File: src/rtl/ysyx_lsu_l1d_pkg.sv
// Shared LSU definitions: FSM states, op codes, cacheable regions, size masks.
package ysyx_lsu_l1d_pkg;

  typedef enum logic [1:0] {
    LSU_IDLE  = 2'd0,
    LSU_LOAD  = 2'd1,
    LSU_STORE = 2'd2,
    LSU_RESP  = 2'd3
  } lsu_state_e;

  localparam logic [3:0] ysyx_ALU_OP_LB  = 4'd0;
  localparam logic [3:0] ysyx_ALU_OP_LBU = 4'd1;
  localparam logic [3:0] ysyx_ALU_OP_LH  = 4'd2;
  localparam logic [3:0] ysyx_ALU_OP_LHU = 4'd3;
  localparam logic [3:0] ysyx_ALU_OP_LW  = 4'd4;
  localparam logic [3:0] ysyx_ALU_OP_SB  = 4'd5;
  localparam logic [3:0] ysyx_ALU_OP_SH  = 4'd6;
  localparam logic [3:0] ysyx_ALU_OP_SW  = 4'd7;

  // Cacheable windows, [lo, hi)
  localparam logic [31:0] REGION0_LO = 32'h3000_0000;
  localparam logic [31:0] REGION0_HI = 32'h4000_0000;
  localparam logic [31:0] REGION1_LO = 32'h8000_0000;
  localparam logic [31:0] REGION1_HI = 32'h8040_0000;
  localparam logic [31:0] REGION2_LO = 32'ha000_0000;
  localparam logic [31:0] REGION2_HI = 32'hc000_0000;

  localparam logic [3:0] SIZE_B = 4'h1;
  localparam logic [3:0] SIZE_H = 4'h3;
  localparam logic [3:0] SIZE_W = 4'hf;

  function automatic logic [3:0] size_mask(input logic [3:0] op);
    case (op)
      ysyx_ALU_OP_LB, ysyx_ALU_OP_LBU, ysyx_ALU_OP_SB: return SIZE_B;
      ysyx_ALU_OP_LH, ysyx_ALU_OP_LHU, ysyx_ALU_OP_SH: return SIZE_H;
      default:                                          return SIZE_W;
    endcase
  endfunction

  function automatic logic is_misaligned(input logic [3:0] op, input logic [1:0] off);
    case (size_mask(op))
      SIZE_H:  return off[0];
      SIZE_W:  return off != 2'd0;
      default: return 1'b0;
    endcase
  endfunction

  function automatic logic is_cacheable(input logic [31:0] a);
    return (a >= REGION0_LO && a < REGION0_HI) ||
           (a >= REGION1_LO && a < REGION1_HI) ||
           (a >= REGION2_LO && a < REGION2_HI);
  endfunction

  // Align the addressed bytes down to bit 0, then extend per load op
  function automatic logic [31:0] load_extend(input logic [3:0] op, input logic [31:0] word,
                                              input logic [1:0] off);
    logic [31:0] sh;
    sh = word >> {off, 3'b000};
    case (op)
      ysyx_ALU_OP_LB:  return {{24{sh[7]}}, sh[7:0]};
      ysyx_ALU_OP_LBU: return {24'h0, sh[7:0]};
      ysyx_ALU_OP_LH:  return {{16{sh[15]}}, sh[15:0]};
      ysyx_ALU_OP_LHU: return {16'h0, sh[15:0]};
      default:         return sh;
    endcase
  endfunction

endpackage

File: src/rtl/ysyx_lsu_l1d_array.sv
// Direct-mapped line storage: valid/tag/data, one comb read, one byte-enabled write.
module ysyx_lsu_l1d_array #(
  parameter int SETS  = 4,
  parameter int IDX_W = 2,
  parameter int TAG_W = 28
) (
  input  logic             clk,
  input  logic             rst_n,
  input  logic [IDX_W-1:0] rd_idx,
  output logic             rd_valid,
  output logic [TAG_W-1:0] rd_tag,
  output logic [31:0]      rd_data,
  input  logic             wr_en,
  input  logic [IDX_W-1:0] wr_idx,
  input  logic [TAG_W-1:0] wr_tag,
  input  logic [31:0]      wr_data,
  input  logic [3:0]       wr_be,
  input  logic             inv_all
);

  logic [SETS-1:0]            valid_q;
  logic [SETS-1:0][TAG_W-1:0] tag_q;
  logic [SETS-1:0][31:0]      data_q;

  assign rd_valid = valid_q[rd_idx];
  assign rd_tag   = tag_q[rd_idx];
  assign rd_data  = data_q[rd_idx];

  // Valid bits: invalidate-all beats a concurrent write so a flushed fill never lands
  always_ff @(posedge clk or negedge rst_n) begin
    if (!rst_n)       valid_q <= '0;
    else if (inv_all) valid_q <= '0;
    else if (wr_en)   valid_q[wr_idx] <= 1'b1;
  end

  // Tag and data need no reset; they are only trusted behind a valid bit
  always_ff @(posedge clk) begin
    if (wr_en) begin
      tag_q[wr_idx] <= wr_tag;
      for (int b = 0; b < 4; b++)
        if (wr_be[b]) data_q[wr_idx][8*b +: 8] <= wr_data[8*b +: 8];
    end
  end

endmodule

File: src/rtl/ysyx_lsu_l1d.sv
// Load/store unit with a write-through, no-write-allocate direct-mapped L1D.
module ysyx_lsu_l1d
  import ysyx_lsu_l1d_pkg::*;
#(
  parameter int ADDR_W   = 32,
  parameter int DATA_W   = 32,
  parameter int SETS     = 4,
  parameter int CACHE_EN = 1
) (
  input  logic              clk,
  input  logic              rst_n,
  input  logic              req_valid,
  output logic              req_ready,
  input  logic [ADDR_W-1:0] req_addr,
  input  logic              req_wen,
  input  logic [3:0]        req_op,
  input  logic [DATA_W-1:0] req_wdata,
  output logic              resp_valid,
  output logic [DATA_W-1:0] resp_rdata,
  output logic              resp_err,
  input  logic              flush,
  output logic [ADDR_W-1:0] lsu_araddr_o,
  output logic              lsu_arvalid_o,
  output logic [7:0]        lsu_rstrb_o,
  input  logic [DATA_W-1:0] lsu_rdata,
  input  logic              lsu_rvalid,
  output logic [ADDR_W-1:0] lsu_awaddr_o,
  output logic              lsu_awvalid_o,
  output logic [DATA_W-1:0] lsu_wdata_o,
  output logic [7:0]        lsu_wstrb_o,
  output logic              lsu_wvalid_o,
  input  logic              lsu_wready,
  output logic [31:0]       perf_hit_o,
  output logic [31:0]       perf_miss_o
);

  localparam int IDX_W = $clog2(SETS);
  localparam int TAG_W = ADDR_W - IDX_W - 2;

  lsu_state_e state, state_nxt;

  logic [ADDR_W-1:0] addr_q;
  logic [3:0]        op_q;
  logic [DATA_W-1:0] wdata_q;
  logic [3:0]        strb_q;
  logic [DATA_W-1:0] rdata_q;
  logic              err_q;

  // In IDLE the lookup uses the incoming request; afterwards the latched one
  logic [ADDR_W-1:0] look_addr;
  logic [IDX_W-1:0]  look_idx;
  logic [TAG_W-1:0]  look_tag;
  logic              look_cacheable, look_hit;
  logic              rd_valid;
  logic [TAG_W-1:0]  rd_tag;
  logic [31:0]       rd_data;
  logic              wr_en;
  logic [3:0]        wr_be;
  logic [31:0]       wr_data;
  logic              accept, req_mis;

  assign look_addr      = (state == LSU_IDLE) ? req_addr : addr_q;
  assign look_idx       = look_addr[IDX_W+1:2];
  assign look_tag       = look_addr[ADDR_W-1:IDX_W+2];
  assign look_cacheable = (CACHE_EN != 0) && is_cacheable(look_addr);
  assign look_hit       = rd_valid && (rd_tag == look_tag) && look_cacheable;
  assign accept         = req_valid && req_ready;
  assign req_mis        = is_misaligned(req_op, req_addr[1:0]);

  ysyx_lsu_l1d_array #(.SETS(SETS), .IDX_W(IDX_W), .TAG_W(TAG_W)) u_array (
    .clk      (clk),
    .rst_n    (rst_n),
    .rd_idx   (look_idx),
    .rd_valid (rd_valid),
    .rd_tag   (rd_tag),
    .rd_data  (rd_data),
    .wr_en    (wr_en),
    .wr_idx   (look_idx),
    .wr_tag   (look_tag),
    .wr_data  (wr_data),
    .wr_be    (wr_be),
    .inv_all  (flush)
  );

  // State register
  always_ff @(posedge clk or negedge rst_n) begin
    if (!rst_n) state <= LSU_IDLE;
    else        state <= state_nxt;
  end

  // Next state, handshake/bus valids, and array write control
  always_comb begin
    state_nxt     = state;
    req_ready     = 1'b0;
    resp_valid    = 1'b0;
    lsu_arvalid_o = 1'b0;
    lsu_awvalid_o = 1'b0;
    lsu_wvalid_o  = 1'b0;
    wr_en         = 1'b0;
    wr_be         = 4'h0;
    wr_data       = 32'h0;
    case (state)
      LSU_IDLE: begin
        req_ready = 1'b1;
        if (req_valid) begin
          if (req_mis)       state_nxt = LSU_RESP;
          else if (req_wen)  state_nxt = LSU_STORE;
          else if (look_hit) state_nxt = LSU_RESP;
          else               state_nxt = LSU_LOAD;
        end
      end
      LSU_LOAD: begin
        lsu_arvalid_o = 1'b1;
        if (lsu_rvalid) begin
          state_nxt = LSU_RESP;
          wr_en     = look_cacheable;
          wr_be     = 4'hf;
          wr_data   = lsu_rdata;
        end
      end
      LSU_STORE: begin
        lsu_awvalid_o = 1'b1;
        lsu_wvalid_o  = 1'b1;
        if (lsu_wready) begin
          state_nxt = LSU_RESP;
          // Write-through: merge into a resident line, never allocate on miss
          wr_en     = look_hit;
          wr_be     = 4'(strb_q << addr_q[1:0]);
          wr_data   = wdata_q << {addr_q[1:0], 3'b000};
        end
      end
      default: begin
        resp_valid = 1'b1;
        state_nxt  = LSU_IDLE;
      end
    endcase
  end

  // Request latch and registered response
  always_ff @(posedge clk or negedge rst_n) begin
    if (!rst_n) begin
      addr_q  <= '0;
      op_q    <= '0;
      wdata_q <= '0;
      strb_q  <= '0;
      rdata_q <= '0;
      err_q   <= 1'b0;
    end else if (accept) begin
      addr_q  <= req_addr;
      op_q    <= req_op;
      wdata_q <= req_wdata;
      strb_q  <= size_mask(req_op);
      err_q   <= req_mis;
      rdata_q <= (!req_mis && !req_wen && look_hit) ?
                 load_extend(req_op, rd_data, req_addr[1:0]) : '0;
    end else if (state == LSU_LOAD && lsu_rvalid) begin
      rdata_q <= load_extend(op_q, lsu_rdata, addr_q[1:0]);
    end
  end

  // Hit/miss counters for loads only; a flushed fill still counts as a miss
  always_ff @(posedge clk or negedge rst_n) begin
    if (!rst_n) begin
      perf_hit_o  <= '0;
      perf_miss_o <= '0;
    end else begin
      if (accept && !req_mis && !req_wen && look_hit) perf_hit_o <= perf_hit_o + 32'd1;
      if (state == LSU_LOAD && lsu_rvalid && look_cacheable) perf_miss_o <= perf_miss_o + 32'd1;
    end
  end

  assign resp_rdata   = rdata_q;
  assign resp_err     = err_q;
  assign lsu_araddr_o = addr_q;
  assign lsu_awaddr_o = addr_q;
  assign lsu_wdata_o  = wdata_q;
  assign lsu_rstrb_o  = {4'h0, strb_q};
  assign lsu_wstrb_o  = {4'h0, strb_q};

endmodule

File: config.mk
export PLATFORM = sky130hd
export DESIGN_NAME = ysyx_lsu_l1d
export DESIGN_NICKNAME = d
export VERILOG_FILES = /design/src/rtl/ysyx_lsu_l1d_pkg.sv /design/src/rtl/ysyx_lsu_l1d_array.sv /design/src/rtl/ysyx_lsu_l1d.sv
export SDC_FILE = /design/constraint.sdc
export NUM_CORES = 1
export LEC_CHECK = 0
export ABC_AREA = 1
export ABC_CLOCK_PERIOD_IN_PS = 4950
export BUFFER_PORTS_ARGS = -buffer_cell sky130_fd_sc_hd__buf_2
export CAP_MARGIN = 20
export CORE_ASPECT_RATIO = 0.6
export CORE_MARGIN = 2
export CORE_UTILIZATION = 30
export DETAILED_ROUTE_END_ITERATION = 8
export PLACE_DENSITY = 0.45
export SYNTH_ARGS = -nofsm -noshare
export SYNTH_HDL_FRONTEND = slang
export SYNTH_SLANG_ARGS = --single-unit
export TNS_END_PERCENT = 10
File: constraint.sdc
create_clock -name clk -period 4.95 [get_ports clk]
set_clock_uncertainty 0.05 [all_clocks]
set_input_delay 0.2475 -clock clk [delete_from_list [all_inputs] [get_ports clk]]
set_output_delay 0.2475 -clock clk [all_outputs]
set_load 0.005 [all_outputs]
; ---- Word-level counts from Yosys, hierarchy flattened
; Cells that the tools add are included.
[totals]
n_memories = 0
mem_bits_ro = 0
ramBits = 0
input_bits = 107
out_inout_bits = 214
latch_bits = 0
word_cells = 137
ff_bits = 415
[classes]
muxes = 60
n_mul = 0
shifts = 4
n_bitwise = 1
add_sub_neg = 2
magnitude_cmp = 8
n_div = 0
reduce_logical = 28
n_eq_ne = 16
[ops]
columns = op, n
row1 = $mux 128, 7
row2 = $bwmux 128, 4
row3 = $demux 32 s2, 4
row4 = $mux 32, 8
row5 = $pmux 32 s4, 2
row6 = $bwmux 112, 1
row7 = $add 32x1->32 const B, 2
row8 = $bmux 32 s2, 1
row9 = $ge 32x32->1 const B, 2
row10 = $lt 32x32->1 const B, 2
row11 = $pmux 32 s2, 1
row12 = $shr 32x5->32, 2
row13 = $bmux 28 s2, 1
row14 = $demux 28 s2, 1
row15 = $mux 28, 2
row16 = $ge 32x30->1 const B, 1
row17 = $lt 32x31->1 const B, 1
row18 = $shl 32x5->32, 1
row19 = $eq 28x28->1, 1
row20 = $mux 24, 1
row21 = $eq 4x2->1 const B, 5
row22 = $mux 16, 1
row23 = $mux 4, 4
row24 = $pmux 4 s2, 2
row25 = 25 further kinds, 62

; ---- Logic depth before layout (Yosys ltp)
[depth]
ltp_word = 18
ltp_mapped = 24
depth_no_buf = 22

; ---- Cells and area by module
; A second synthesis with hierarchy kept.
[hier_totals]
hier_cells = 2971
area_unflattened_um2 = 23058.4
[by_module_without_submodules]
columns = mod, area_each_um2, instances, cells_each
row1 = ysyx_lsu_l1d, 12458.2, 1, 1929
row2 = ysyx_lsu_l1d_array, 10600.2, 1, 1042

; ---- Worst setup path before layout
; Ideal clock, no wire load.
[synth_path]
kind = flip-flop to flip-flop
from = register state[0]
to = register u_array.tag_q[0] in the netlist's numbering, enable pin
setup_slack_ns = 0.872
stages_incl_launch_ff = 19
setup_time_ns = 0.413
required_ns = 4.487
arrival_time_ns = 3.615
path_cell_list = dfrtp_1 inv_1 ha_1 buf_6 buf_6 o21ai_0 inv_1 nand2_1 nand2_1 nor2_1 nand2_1 nor2_1 nand2_1 nor2_2 nand2_2 o21ai_4 nand2_2 buf_6 nor2_1
[synth_via]
elab_chain_len = 9
elab_cells_between_ends = 25
cone_classes = order compare (6) / eq/ne (3) / mux (8) / reduce/logical (8)
[synth_lines]
columns = item, line_no
row1 = start: declaration, ysyx_lsu_l1d.sv:40  ; lsu_state_e state, state_nxt;
row2 = start signal: assignment, ysyx_lsu_l1d.sv:88  ; else state <= state_nxt;
row3 = $logic_not 2->1 *, ysyx_lsu_l1d.sv:62  ; assign look_addr = (state == LSU_IDLE) ? req_addr : addr_q;
row4 = $mux 32 *, ysyx_lsu_l1d.sv:62
row5 = via look_addr[29], ysyx_lsu_l1d.sv:50  ; logic [ADDR_W-1:0] look_addr;
row6 = "$ge 32x30->1, or another cell as far along", ysyx_lsu_l1d_pkg.sv:49  ; return (a >= REGION0_LO && a < REGION0_HI) ||
row7 = $logic_and 1x1->1 (on tied branches), "ysyx_lsu_l1d_pkg.sv:49, ysyx_lsu_l1d_pkg.sv:50"
row8 = $logic_or 1x1->1, ysyx_lsu_l1d_pkg.sv:49
row9 = $logic_or 1x1->1, ysyx_lsu_l1d_pkg.sv:50  ; (a >= REGION1_LO && a < REGION1_HI) ||
row10 = $logic_and 1x1->1, ysyx_lsu_l1d.sv:66  ; assign look_hit = rd_valid && (rd_tag == look_tag) && look_cacheable;
row11 = $mux 1, ysyx_lsu_l1d.sv:124  ; if (lsu_wready) begin
row12 = $pmux 1 s2 *, ysyx_lsu_l1d.sv:102  ; case (state)
row13 = end signal: indexed assignment, ysyx_lsu_l1d_array.sv:39  ; tag_q[wr_idx] <= wr_tag;
row14 = end: declaration, ysyx_lsu_l1d_array.sv:22  ; logic [SETS-1:0][TAG_W-1:0] tag_q;
; The timed path passes the listed nets; every way through them passes the cells marked *. The select of a mux whose other input is x is not followed.
; A chain may end at the register's enable or synchronous reset.

; ---- Final worst setup path
[layout_path]
from = register state[0]
to = register u_array.data_q[83] in the netlist's numbering, enable pin
[layout_via]
elab_chain_len = 9
elab_cells_between_ends = 25
cone_classes = order compare (6) / eq/ne (3) / mux (8) / reduce/logical (8)
[layout_lines]
columns = item, line_no
row1 = $logic_not 2->1, ysyx_lsu_l1d.sv:62
row2 = $mux 32, ysyx_lsu_l1d.sv:62
row3 = "$ge 32x30->1, or another cell as far along", ysyx_lsu_l1d_pkg.sv:49
row4 = "$logic_and 1x1->1, or another cell as far along", ysyx_lsu_l1d_pkg.sv:49
row5 = $logic_or 1x1->1 or $eq 28x28->1 (tied branches), "ysyx_lsu_l1d_pkg.sv:49, ysyx_lsu_l1d.sv:66"
row6 = $logic_or 1x1->1 or $logic_and 1x1->1 (tied branches), "ysyx_lsu_l1d_pkg.sv:50, ysyx_lsu_l1d.sv:66"
row7 = $logic_and 1x1->1, ysyx_lsu_l1d.sv:66
row8 = $mux 1, ysyx_lsu_l1d.sv:124
row9 = $pmux 1 s2 *, ysyx_lsu_l1d.sv:102
row10 = end signal: indexed assignment, ysyx_lsu_l1d_array.sv:41  ; if (wr_be[b]) data_q[wr_idx][8*b +: 8] <= wr_data[8*b +: 8];
row11 = end: declaration, ysyx_lsu_l1d_array.sv:23  ; logic [SETS-1:0][31:0] data_q;
; Mark *: on every way between the ends. The rest lies on a longest branch, timed or not. The select of a mux whose other input is x is not followed.

==> results.toml <==
[route]
drt-vias-per-instance = 5.070
drt_wl_total_microns = 81330
drc_errors = 0
first_pass_iters = 5
route.detailed.wl_per_inst_microns = 21.51
num_vias = 19175
route.antenna.remaining_nets = 0
detailedRoute.firstIterationViolations = 2135

[worst_setup_path]
cp-end-kind = "flop"
critical_path.startpoint = "state[0]"
critical_path.reg2reg.endpoint = "u_array.data_q[83]"
start_kind = "flop"
critical_path.reg2reg.startpoint = "state[0]"
cp_cell_sequence = "inv_1 > ha_2 > buf_4 > nand2_2 > nand2_4 > buf_12 > nand2_1 > nand2_1 > nand2_1 > nand2_1 > nand2_1 > nand2_1 > nand2_1 > nor2_1 > nand2_1 > nor2_2 > nand2_2 > o21ai_4 > nand2_2 > buf_4 > nor3_1 > buf_4"
worst-path-stages = 22
critPathMostFrequentCell = "sky130_fd_sc_hd__nand2_1"
worst_r2r_path_depth = 22
cp_slowest_stage_delay_ns = 0.39
cp_top_family = "simple AND/OR/NAND/NOR gates"
reg2reg_setup_slack_ns = 0.64
critical_path_required_ns = 5.19
cp_max_fo = 46
critPathCapture = "u_array.data_q[83]"
critPathBufInv = 5
data_arrival_time_of_the_worst_path_ns = 4.55
critical_path.slowest_cell = "sky130_fd_sc_hd__dfrtp_1"
timing_worst_setup_path_type = "reg2reg"

[synthesis]
ys_ff_latch = 414
yosys.area_share.adder = 0.004108
synth_area_leaders = "sky130_fd_sc_hd__edfxtp_1, sky130_fd_sc_hd__dfrtp_1, sky130_fd_sc_hd__nand2_1"
synth_compound_gate_area_share = 0.09266
post_synth_and_or_nand_nor_area_fraction = 0.2618
synth_top_family_by_area = "simple AND/OR/NAND/NOR gates"
synth_sequential_area_ratio = 0.5422
synth-async-reset-ratio = 0.4203
netlist_area_sq_mm = 0.02132
synth.distinct_cells = 50
yosys.area_share.xor_xnor = 0.02136
dominantRegCellSynth = "sky130_fd_sc_hd__edfxtp_1"
syn_avg_cell_area_sq_um = 8.597
post_synth_inst_count = 2480
synth_edf_count = 240
yosysTopAreaCellShare = 0.3380
synthMuxAreaShare = 0.001878
synthDominantAreaCellType = "sky130_fd_sc_hd__edfxtp_1"
synthesis.yosys.warnings = 0

[timing]
timing.final.hold_violations = 0
timing.fmax_mhz = 231.8
final.setup.tns_ns = 0
rsz_0062_raised_after_global_routing = "false"
final_max_slew_viol_count = 0
slew_headroom = 0.2683
setup_ws_ns = 0.6364
period_minus_slack_ns = 4.314
final_min_period_over_clock_period = 0.8714
transition_at_the_pin_with_the_smallest_max_transition_slack_ns = 1.098
report.final.setup_viol = 0

[power]
vdd.ir_drop.worst_mv = 0.3386
pwr_density_cell_mw_per_mm2 = 614.1
static-leakage-power_nw = 11.84

[global_route]
grt.total_usage = 0.2199
antenna_violations_before_repair = 4
first_pass_grt_wire_length_microns = 120700
grt_overflow = 0
grt_start_max_net_pins = 85
grt_pass1_vias = 18336

[final_layout]
area_used_by_multi_input_combinational_logic_sq_mm = 0.008195
ff_latch_area_sq_mm = 0.01156
layout-drive-gt1-share = 0.1789
area_growth_pct = 22.41
final.fill_count = 7149
layout.nets = 2934

[floorplan]
die_width_microns = 348.2
floorplan.rows = 75
core_sq_mm = 0.07010
io-pin-count = 321
dieArea_sq_mm = 0.07329
die_height_microns = 210.5
floorplan.initialDensity = 0.3042

[cts]
cts_root_buf = "sky130_fd_sc_hd__clkbuf_16"
cts-resized-gates = 0
numCtsBuffers = 45
postCtsSetupRepairBufs = 0
clk_pin_slew_worst_paths_ns = 0.06
tritoncts = "done"
htreeDepth = 2
max-clock-path-buffers = 3
cts_sinks = 414
clock_latency_ns = 0.61

[placement]
dp_hpwl_microns = 61070
dpl_worst_slack_ns = 0.6750
place.gp.congestion = 0.9538
buffer_ports.inserted = 312

[run]
drv_cap = 0

[run_status]
status = "finished, final reports clean"

[min_path]
hold_class = "in2reg"
placed cells by master, fill, tap and decap left out, types with 8 or more instances in the layout:
cell,n
sky130_fd_sc_hd__xnor2_1,14
sky130_fd_sc_hd__or2_2,17
sky130_fd_sc_hd__nor2_1,185
sky130_fd_sc_hd__bufinv_16,10
sky130_fd_sc_hd__edfxtp_1,240
sky130_fd_sc_hd__clkbuf_16,47
sky130_fd_sc_hd__o211ai_1,10
sky130_fd_sc_hd__nor2_2,10
sky130_fd_sc_hd__conb_1,8
sky130_fd_sc_hd__nor3_1,47
sky130_fd_sc_hd__clkinv_1,8
sky130_fd_sc_hd__nand4_1,49
sky130_fd_sc_hd__dlygate4sd3_1,66
sky130_fd_sc_hd__o21ai_0,134
sky130_fd_sc_hd__o22a_1,24
sky130_fd_sc_hd__dfrtp_1,173
sky130_fd_sc_hd__a221oi_1,15
sky130_fd_sc_hd__xor2_1,38
sky130_fd_sc_hd__o31ai_1,8
sky130_fd_sc_hd__nand2_2,9
sky130_fd_sc_hd__nand2_1,805
sky130_fd_sc_hd__buf_12,8
sky130_fd_sc_hd__a21oi_1,88
sky130_fd_sc_hd__buf_4,56
sky130_fd_sc_hd__inv_1,183
sky130_fd_sc_hd__o22ai_1,27
sky130_fd_sc_hd__nor4_1,12
sky130_fd_sc_hd__nand3_1,157
sky130_fd_sc_hd__buf_2,311
cells by family (layout without fill, tap and decap cells):
logic type      count (synthesis)  count (layout)
other cells                     1              10
compound gates                332             332
fa+ha+maj                       7               7
buf+inv                       350             719
simple gates                 1320            1320
flops                         414             414
xor+xnor                       52              52
mux                             4               4
synthesized netlist by cell type (all sizes together) (6+ instances only):
cell / number
nand3: 162
nor3: 48
or2: 17
o22a: 24
nand2: 820
buf: 98
o211ai: 10
o21a: 7
o31ai: 8
dfrtp: 174
o221ai: 6
a221oi: 15
clkbuf: 58
nand3b: 7
nand4: 49
a21oi: 88
inv: 190
edfxtp: 240
xnor2: 14
nor4: 12
ha: 7
o21ai: 136
nor2: 198
xor2: 38
o22ai: 27
where the power goes:
part	internal [mW]	leakage (nW)	switching (mW)
sequential	4.36	4.46	0.572
clock	2.29	0.787	1.53
combinational	2.22	6.60	5.05
worst register-to-register path, stage by stage, from the launching register on:
cell and delay [ns]:
sky130_fd_sc_hd__dfrtp_1 0.39, sky130_fd_sc_hd__inv_1 0.13, sky130_fd_sc_hd__ha_2 0.38, sky130_fd_sc_hd__buf_4 0.26, sky130_fd_sc_hd__nand2_2 0.12, sky130_fd_sc_hd__nand2_4 0.10
sky130_fd_sc_hd__buf_12 0.22, sky130_fd_sc_hd__nand2_1 0.14, sky130_fd_sc_hd__nand2_1 0.08, sky130_fd_sc_hd__nand2_1 0.08, sky130_fd_sc_hd__nand2_1 0.07, sky130_fd_sc_hd__nand2_1 0.04
sky130_fd_sc_hd__nand2_1 0.21, sky130_fd_sc_hd__nand2_1 0.10, sky130_fd_sc_hd__nor2_1 0.10, sky130_fd_sc_hd__nand2_1 0.07, sky130_fd_sc_hd__nor2_2 0.18, sky130_fd_sc_hd__nand2_2 0.10
sky130_fd_sc_hd__o21ai_4 0.22, sky130_fd_sc_hd__nand2_2 0.33, sky130_fd_sc_hd__buf_4 0.30, sky130_fd_sc_hd__nor3_1 0.13, sky130_fd_sc_hd__buf_4 0.21
stage by stage:
stage	power [mW]	cell area (sq um)	utilization	instances	hold slack (ns)
floorplan	9.226	21350	-	2487	-0.09809
global route	17.04	26100	0.3723	3781	0.09425
detailed placement	12.13	23800	0.3395	3631	0.3266
finish	16.03	26100	0.3723	3782	0.09576
global placement	12.13	23800	0.3395	3631	0.3107
CTS	16.03	26100	0.3723	3780	0.05425
flip-flops by register name, summed over array words and instances, names as in the netlist:
register	cells
u_array.data_q	128
op_q	4
lsu_wdata_o	32
lsu_araddr_o	32
strb_q	3
resp_rdata	32
state	2
perf_hit_o	32
u_array.valid_q	4
perf_miss_o	32
resp_err	1
u_array.tag_q	112
what timing repair did:
item,in CTS,in global routing
hold buffers,66,0
endpoints found under the hold margin,148,0
endpoints found under the setup margin,0,0
final cells by class:
class                   count  share of cell area
diodes                      2           0.0001918
clock buffers              56             0.04712
clock inverters            27             0.01558
inverters                 194             0.02809
multi-input cells        1723              0.3140
flip-flops and latches    414              0.4430
well taps                 924             0.04430
repair buffers            442              0.1077
worst min-delay path by stage:
stage | from | endpoint | slack, ns | depth (start not counted)
after floorplan | rst_n | lsu_araddr_o[0] | -0.1 | 0
after global placement | rst_n | perf_hit_o[31] | 0.31 | 1
after detailed placement | rst_n | perf_hit_o[31] | 0.33 | 1
after CTS | flush | u_array.valid_q[0] | 0.05 | 4
after global routing | lsu_rdata[28] | u_array.data_q[28] | 0.09 | 3
final | flush | u_array.valid_q[0] | 0.1 | 4
layer usage:
layer | vias up | share of wire | wire length (microns) | global-route usage
li1 | 8917 | - | - | -
met1 | 9413 | 0.50 | 40930 | 0.3527
met2 | 739 | 0.39 | 31830 | 0.2943
met3 | 104 | 0.089 | 7202 | 0.05004
met4 | 2 | 0.017 | 1350 | 0.04374
met5 | - | 0.00016 | 13 | 0
No activity file was read; power rests on OpenSTA's default activity.
